## src/rtl/load_seq_ext_ctrl.sv

```systemverilog
// MEM-stage sub-word load sequencer: issues a word read, waits for a variable-latency ack,
// then extracts and sign/zero-extends the addressed byte or halfword.
module load_seq_ext_ctrl #(
   parameter int unsigned TIMEOUT_CYCLES = 16
) (
   input  logic        clk,
   input  logic        rst,
   input  logic        req_valid,
   input  logic [2:0]  req_op,
   input  logic [31:0] req_addr,
   input  logic        flush,
   output logic        busy,
   output logic        mem_rd_en,
   output logic [31:0] mem_addr,
   input  logic        mem_ack,
   input  logic [31:0] mem_rdata,
   output logic        resp_valid,
   output logic [31:0] resp_data,
   output logic [1:0]  err_code
);

   typedef enum logic [1:0] {IDLE, WAIT, RESP} state_t;

   localparam logic [2:0] OP_LW  = 3'b000;
   localparam logic [2:0] OP_LB  = 3'b001;
   localparam logic [2:0] OP_LBU = 3'b010;
   localparam logic [2:0] OP_LH  = 3'b011;
   localparam logic [2:0] OP_LHU = 3'b100;

   localparam logic [1:0] ERR_NONE    = 2'b00;
   localparam logic [1:0] ERR_ALIGN   = 2'b01;
   localparam logic [1:0] ERR_TIMEOUT = 2'b10;
   localparam logic [1:0] ERR_OP      = 2'b11;

   localparam logic [7:0] TIMEOUT_LAST = 8'(TIMEOUT_CYCLES - 1);

   state_t      state;
   logic [7:0]  count;
   logic [2:0]  op_q;
   logic [1:0]  off_q;
   logic        op_reserved;
   logic        misaligned;
   logic [7:0]  byte_sel;
   logic [15:0] half_sel;
   logic [31:0] extracted;

   always_comb begin
      op_reserved = (req_op > OP_LHU);
      misaligned  = 1'b0;
      case (req_op)
         OP_LW:         misaligned = (req_addr[1:0] != 2'b00);
         OP_LH, OP_LHU: misaligned = req_addr[0];
         default:       misaligned = 1'b0;
      endcase
   end

   // Lane select uses the offset latched at accept time, not the live request address.
   always_comb begin
      byte_sel  = 8'h00;
      case (off_q)
         2'd0:    byte_sel = mem_rdata[7:0];
         2'd1:    byte_sel = mem_rdata[15:8];
         2'd2:    byte_sel = mem_rdata[23:16];
         default: byte_sel = mem_rdata[31:24];
      endcase
      half_sel  = off_q[1] ? mem_rdata[31:16] : mem_rdata[15:0];
      extracted = 32'h0;
      case (op_q)
         OP_LW:   extracted = mem_rdata;
         OP_LB:   extracted = {{24{byte_sel[7]}}, byte_sel};
         OP_LBU:  extracted = {24'h0, byte_sel};
         OP_LH:   extracted = {{16{half_sel[15]}}, half_sel};
         OP_LHU:  extracted = {16'h0, half_sel};
         default: extracted = 32'h0;
      endcase
   end

   assign busy       = (state == IDLE && req_valid && !flush) || (state == WAIT);
   assign resp_valid = (state == RESP) && !flush;

   always_ff @(posedge clk) begin
      if (rst) begin
         state     <= IDLE;
         mem_rd_en <= 1'b0;
         mem_addr  <= 32'h0;
         resp_data <= 32'h0;
         err_code  <= ERR_NONE;
         count     <= 8'h0;
         op_q      <= 3'b000;
         off_q     <= 2'b00;
      end else begin
         case (state)
            IDLE: begin
               if (req_valid && !flush) begin
                  if (op_reserved || misaligned) begin
                     state     <= RESP;
                     resp_data <= 32'h0;
                     err_code  <= op_reserved ? ERR_OP : ERR_ALIGN;
                  end else begin
                     op_q      <= req_op;
                     off_q     <= req_addr[1:0];
                     mem_rd_en <= 1'b1;
                     mem_addr  <= {req_addr[31:2], 2'b00};
                     count     <= 8'h0;
                     state     <= WAIT;
                  end
               end
            end
            WAIT: begin
               // Flush wins over a same-cycle ack; dropping rd_en cancels the read.
               if (flush) begin
                  state     <= IDLE;
                  mem_rd_en <= 1'b0;
               end else if (mem_ack) begin
                  mem_rd_en <= 1'b0;
                  resp_data <= extracted;
                  err_code  <= ERR_NONE;
                  state     <= RESP;
               end else if (count == TIMEOUT_LAST) begin
                  mem_rd_en <= 1'b0;
                  resp_data <= 32'h0;
                  err_code  <= ERR_TIMEOUT;
                  state     <= RESP;
               end else begin
                  count <= count + 8'd1;
               end
            end
            RESP:    state <= IDLE;
            default: state <= IDLE;
         endcase
      end
   end

endmodule
```

## config.mk

```make
export PLATFORM = sky130hd
export DESIGN_NAME = load_seq_ext_ctrl
export DESIGN_NICKNAME = d
export VERILOG_FILES = /design/src/rtl/load_seq_ext_ctrl.sv
export SDC_FILE = /design/constraint.sdc
export NUM_CORES = 1
export LEC_CHECK = 0
export CELL_PAD_IN_SITES_DETAIL_PLACEMENT = 1
export CELL_PAD_IN_SITES_GLOBAL_PLACEMENT = 1
export CORE_AREA = 2 2 114 116
export DETAILED_ROUTE_END_ITERATION = 16
export DIE_AREA = 0 0 116 118
export PLACE_DENSITY_LB_ADDON = 0.3
export SLEW_MARGIN = 15
export SYNTH_ARGS = -nofsm -noshare
export SYNTH_HDL_FRONTEND = slang
export SYNTH_SLANG_ARGS = --single-unit
export TNS_END_PERCENT = 1
```

## constraint.sdc

```tcl
create_clock -name clk -period 2.9 [get_ports clk]
set_clock_uncertainty 0.1 [all_clocks]
set_input_delay 0.29 -clock clk [delete_from_list [all_inputs] [get_ports clk]]
set_output_delay 0.29 -clock clk [all_outputs]
set_load 0.05 [all_outputs]
```

==> results.sh, run 1 <==
export IMPL_setup_slack_ps=561
export IMPL_swShare_pct=27.8
export IMPL_power_mw=2.84
export IMPL_vdd_drop_max_mv=0.217
export IMPL_synth_edff_count=0
export IMPL_drt_iter0_markers=185
export IMPL_grt_overflow_total=0
export IMPL_wirelength_mm=12.7
export IMPL_relSlewSlack_pct=34.4
export IMPL_pre_cts_ws_ps=361
export IMPL_leakagePower_nw=2.36
export IMPL_place_hpwl_mm=9.39
export IMPL_dr_total_vias=3834
export IMPL_ys_async_sr_fraction_pct=0
export IMPL_ys_warn_count=0
export IMPL_cts_setup_buffers=0
export IMPL_endpoint_kind="flip-flop"
export IMPL_drc=0
export IMPL_post_route_period_util_pct=80.7
export IMPL_critPathKind="reg -> reg"
export IMPL_syn_inst=468
export IMPL_clkPwrFrac_pct=42.1
export IMPL_die_area_um2=13700
export IMPL_synth_seq_area_share_pct=40.1
export IMPL_final_cells=767
export IMPL_grt_pass1_wl_mm=20.8
export IMPL_chipWidth_um=116
export IMPL_cp_arrival_ps=2460
export IMPL_finalCriticalPeriod_ps=2340
export IMPL_cts_resized=0
export IMPL_top_level_ports=141
export IMPL_cp_start_kind="flip-flop"
export IMPL_worstPathMaxFanout=36
export IMPL_htreeDepth=3
export IMPL_power_density_nw_per_um2=486
export IMPL_diodes=0
export IMPL_grt_max_degree=74
export IMPL_hp_class="in -> reg"
export IMPL_layout_commonest_cell="clkdlybuf4s50_1"
export IMPL_fmax_ghz=0.428
export IMPL_area_growth_pct=46.1
export IMPL_nets=663
export IMPL_max_slew_worst_pin_slew_ps=977
export IMPL_clkSinkCount=80
export IMPL_synth_cell_type_count=47
export IMPL_p_int_mw=2.05
export IMPL_cts_tree="done"
export IMPL_start_util_pct=32.2
export IMPL_ys_flop_type="dfxtp_1"
export IMPL_first_pass_iters=4
export IMPL_ant_nets=0
export IMPL_final_cell_mix="clkdlybuf4s50_1, dfxtp_1, nor2_1"
export IMPL_core_region_area_um2=12400
export IMPL_drv_cap=0
export IMPL_dp_cells=751
export IMPL_required_ps=3020
export IMPL_clockRootBuffer="clkbuf_16"
export IMPL_tns_ps=0
export IMPL_clk_latency_ps=340
export IMPL_hold_violations=0
export IMPL_status="completed"
export IMPL_std_cell_rows=41
export IMPL_port_buffer_count=138
export IMPL_grt_pass1_vias=3994
export IMPL_drive_above_1_share_pct=6.89
export IMPL_syn_avg_cell_area_um2=8.54
export IMPL_syn_cell_area_um2=4000
export IMPL_antenna_found_initial=0
export IMPL_die_y_um=118
export IMPL_synth_seq_cells=80
export IMPL_clk_path_buf_depth=2
export IMPL_clk_pin_slew_ps=70
export IMPL_gp_congestion=0.867
export IMPL_power_frac_comb_pct=17.7
export IMPL_rsz0062_at_grt="false"
export IMPL_grt_use_total_pct=19.2
export IMPL_vias_per_cell=5.00
export IMPL_holdWs_ps=183
export IMPL_hold_buffers=0
export IMPL_numCtsBuffers=9
export IMPL_pwr_share_seq_pct=40.2
export IMPL_wire_per_inst_um=16.6
export IMPL_finalMaxSlewViolations=0
export IMPL_p_switching_mw=0.791
export IMPL_finalSetupViolCount=0
[layout make-up]
type | count | area, um^2
Timing Repair Buffer | 148 | 1480
Fill cell | 1471 | 6580
Multi-Input combinational cell | 327 | 2140
Tap cell | 172 | 215
Clock buffer | 10 | 239
Sequential cell | 80 | 1600
Clock inverter | 6 | 75.1
Inverter | 24 | 90.1
[path summary, 6_finish.rpt]
path                                   start             to  slack (ps)  cells after the start
worst min register to register  resp_data[4]   resp_data[4]         380                      2
worst min-delay path                     rst       state[1]         180                      3
worst max register to register      count[4]  resp_data[26]         560                      6
worst max-delay path                count[4]  resp_data[26]         560                      6
[sequential cells by signal (all words and copies together) (netlist names)]
signal / count
count: 8
mem_rd_en: 1
op_q: 3
resp_data: 32
state: 2
off_q: 2
mem_addr: 30
err_code: 2
[through the flow]
step	cell area (um^2)	utilization [%]
after floorplan	4000	-
final	5840	47.0
after detailed placement	5530	44.5
after global placement	5530	44.5
after CTS	5840	47.0
after global routing	5840	47.0
[critical path, cell delays in order, from the launching register on]
cell,delay [ps]
dfxtp_1,350
or4_1,580
o211a_1,280
a211oi_4,370
buf_12,230
nor3b_1,70
a31o_1,230
[Yosys cell counts (2+ instances only)]
| cell | instances | share of area, % |
|---|---|---|
| nand3_1 | 4 | 0.50 |
| dfxtp_1 | 80 | 40 |
| nor3_1 | 9 | 1.1 |
| nand2b_1 | 4 | 0.63 |
| or3_1 | 6 | 0.94 |
| or4_1 | 2 | 0.38 |
| nor2b_1 | 9 | 1.4 |
| or2_1 | 2 | 0.31 |
| buf_1 | 2 | 0.19 |
| a221oi_1 | 9 | 2.0 |
| clkbuf_1 | 22 | 2.1 |
| inv_1 | 23 | 2.2 |
| a31o_1 | 17 | 3.7 |
| o21ai_0 | 8 | 1.0 |
| mux2_2 | 9 | 2.5 |
| nor2_1 | 64 | 6.0 |
| a22oi_1 | 7 | 1.3 |
| a211oi_1 | 10 | 1.9 |
| o32ai_1 | 16 | 3.5 |
| o21a_1 | 2 | 0.38 |
| buf_4 | 3 | 0.56 |
| nand2_1 | 42 | 3.9 |
| nor3b_1 | 19 | 3.6 |
| buf_2 | 11 | 1.4 |
| a21oi_1 | 20 | 2.5 |
| and2_1 | 3 | 0.47 |
| mux2i_1 | 45 | 11 |
[kinds of logic after synthesis]
kind of cell / after synthesis / share of synthesized area, %
AOI/OAI and AO/OA: 99 / 18.7
xor gates and xnor gates: 2 / 0.438
adders and majority gates: 1 / 0.313
buffers and inverters: 62 / 6.45
DFF: 80 / 40.1
muxes: 54 / 13.8
other: 1 / 0.0938
and+or+nand+nor: 169 / 20.2
[routing by layer]
metal  wire [um]  global-route usage [%]
met1        5760                    25.1
met2        6320                    32.1
met3         377                    2.57
met4         248                    6.55
met5           0                       0
[power groups by stage]
stage	combinational [mW]	clock, mW	sequential (mW)
global route	0.545	1.27	1.14
global placement	0.493	0	1.16
floorplan	0.227	0	1.23
detailed placement	0.503	0	1.17
CTS	0.506	1.22	1.14
finish	0.504	1.19	1.14
Power figures use the tool's default switching activity.
==> run 2, diff against run 1 <==
--- a/config.mk
+++ b/config.mk
@@ -7,9 +7,9 @@
 export LEC_CHECK = 0
 export CELL_PAD_IN_SITES_DETAIL_PLACEMENT = 1
 export CELL_PAD_IN_SITES_GLOBAL_PLACEMENT = 1
-export CORE_AREA = 2 2 114 116
+export CORE_AREA = 2 2 119 121
 export DETAILED_ROUTE_END_ITERATION = 16
-export DIE_AREA = 0 0 116 118
+export DIE_AREA = 0 0 121 123
 export PLACE_DENSITY_LB_ADDON = 0.3
 export SLEW_MARGIN = 15
 export SYNTH_ARGS = -nofsm -noshare
==> constraint.sdc (replaced) <==
create_clock -name clk -period 2.03 [get_ports clk]
set_clock_uncertainty 0.1 [all_clocks]
set_input_delay 0.203 -clock clk [delete_from_list [all_inputs] [get_ports clk]]
set_output_delay 0.203 -clock clk [all_outputs]
set_load 0.05 [all_outputs]
==> run 2 against run 1 <==
  * The run now ends with negative setup slack left
  * Core utilization shrank 0.32 points
  * Maximum frequency is 9.4% higher
  * Final area increased by 8.9%
  * Global-route usage fell by 0.37 points
  * Register-to-register slack got worse by 670 ps
  * Via count rose by 6.3%
  * Die area grew 8.7%
  * Routed wire length rose by 11%
  * Non-clock buffer count up 45
  * Sequential cell count is the same
==> results.sh, run 2 (synthesized netlist as in run 1, its figures left out) <==
export IMPL_path_common_cell="buf_12"
export IMPL_chipWidth_um=121
export IMPL_gp_congestion=0.794
export IMPL_post_route_util_pct=46.7
export IMPL_die_y_um=123
export IMPL_largest_reg_flops=32
export IMPL_slowest_delay_ps=540
export IMPL_pre_cts_ws_ps=-375
export IMPL_top_level_ports=141
export IMPL_violations="negative setup slack"
export IMPL_grt_overflow_total=0
export IMPL_drv_cap=0
export IMPL_hold_buffers=0
export IMPL_worstPathMaxFanout=10
export IMPL_numCtsBuffers=9
export IMPL_max_slew_worst_pin_slew_ps=823
export IMPL_cpLargestDelayFamily="compound AO/OA/AOI/OAI gates"
export IMPL_layout_commonest_cell="clkdlybuf4s50_1"
export IMPL_reg_top3="resp_data: 32 flops, mem_addr: 30 flops, count: 8 flops"
export IMPL_place_hpwl_mm=10.4
export IMPL_vias_per_cell=4.97
export IMPL_die_area_um2=14900
export IMPL_drc=0
export IMPL_crit_buf_inv=2
export IMPL_final_cells=820
export IMPL_endpoint_kind="flip-flop"
export IMPL_core_region_area_um2=13600
export IMPL_leakagePower_nw=2.64
export IMPL_clockRootBuffer="clkbuf_16"
export IMPL_dr_total_vias=4074
export IMPL_power_density_nw_per_um2=664
export IMPL_status="finished, violations left"
export IMPL_setup_slack_ps=-107
export IMPL_first_pass_iters=4
export IMPL_drive_above_1_share_pct=15.3
export IMPL_required_ps=2160
export IMPL_htreeDepth=3
export IMPL_finalSetupViolCount=31
export IMPL_post_route_period_util_pct=105
export IMPL_std_cell_rows=43
export IMPL_relSlewSlack_pct=45.1
export IMPL_hp_class="in -> reg"
export IMPL_grt_use_total_pct=18.8
export IMPL_wirelength_mm=14.1
export IMPL_nets=708
export IMPL_grt_pass1_vias=4307
export IMPL_power_mw=4.22
export IMPL_port_buffer_count=138
export IMPL_antenna_found_initial=0
export IMPL_grt_max_degree=74
export IMPL_clkSinkCount=80
export IMPL_dp_cells=802
export IMPL_cp_arrival_ps=2260
export IMPL_clk_pin_slew_ps=60
export IMPL_grt_pass1_wl_mm=21.8
export IMPL_cp_start_kind="flip-flop"
export IMPL_cts_tree="done"
export IMPL_fillers=1587
export IMPL_ant_nets=0
export IMPL_critPathKind="reg -> reg"
export IMPL_drt_iter0_markers=113
export IMPL_vdd_drop_max_mv=0.353
export IMPL_rsz0062_at_grt="true"
export IMPL_path_cells="or4_4, o211a_4, a211oi_4, buf_12, buf_12, nor3b_2, a31o_1"
export IMPL_final_cell_mix="clkdlybuf4s50_1, dfxtp_1, nor2_1"
export IMPL_finalMaxSlewViolations=0
export IMPL_fmax_ghz=0.468
export IMPL_clk_latency_ps=340
export IMPL_crit_slowest_cell="or4_4"
export IMPL_diodes=0
export IMPL_max_flop_register="resp_data"
export IMPL_area_growth_pct=59.1
export IMPL_start_util_pct=29.4
export IMPL_clk_path_buf_depth=2
export IMPL_wire_per_inst_um=17.2
export IMPL_hold_violations=0
export IMPL_finalCriticalPeriod_ps=2140
## run 2: worst reg2reg max path, stage by stage (launching register included)
cell and delay (ps):
dfxtp_2 320, or4_4 540, o211a_4 260, a211oi_4 200, buf_12 180, buf_12 140
nor3b_2 50, a31o_1 230
## run 2: path summary, 6_finish.rpt
| kind | start | endpoint | slack, ps | cells after the start |
|---|---|---|---|---|
| max | count[4] | resp_data[25] | -110 | 7 |
| min | rst | state[1] | 100 | 3 |
| max reg2reg | count[4] | resp_data[25] | -110 | 7 |
| min reg2reg | resp_data[15] | resp_data[15] | 380 | 2 |
## run 2: cell type report
type | instances | area, um^2 | share of cell area (%)
Inverter | 24 | 90.1 | 1.42
Sequential cell | 80 | 1600 | 25.2
Multi-Input combinational cell | 327 | 2210 | 34.7
Clock inverter | 5 | 80.1 | 1.26
Clock buffer | 11 | 243 | 3.82
Tap cell | 180 | 225 | 3.54
Timing Repair Buffer | 193 | 1910 | 30.0
## run 2: routing by layer
layer  part of all wire [%]  vias to the layer above  global-route usage [%]
met5                      0                        -                       0
met4                    2.0                        0                    6.03
met3                    3.5                       18                    3.69
met2                     53                       89                    33.6
met1                     41                     1987                    22.7
li1                       -                     1980                       -
## run 2: through the flow
step / setup TNS [ps] / area [um^2] / hold WS [ps]
CTS: -1470 / 6290 / 86.3
global route: -4060 / 6360 / 100
detailed placement: -21600 / 5930 / 368
global placement: -16780 / 5930 / 358
finish: -1570 / 6360 / 95.8
floorplan: -0.724 / 4000 / 247
## run 2: power breakdown
group | total [mW] | internal (mW) | leakage, nW | switching, mW
sequential | 1.63 | 1.60 | 0.648 | 0.0245
clock | 1.77 | 1.11 | 0.152 | 0.659
combinational | 0.824 | 0.393 | 1.84 | 0.432
## run 2: repair_timing
action                                  in CTS  in global routing
pin swaps                                    0                  2
gates resized for setup                      7                 12
endpoints found under the setup margin      38                 77
setup buffers                                1                  1
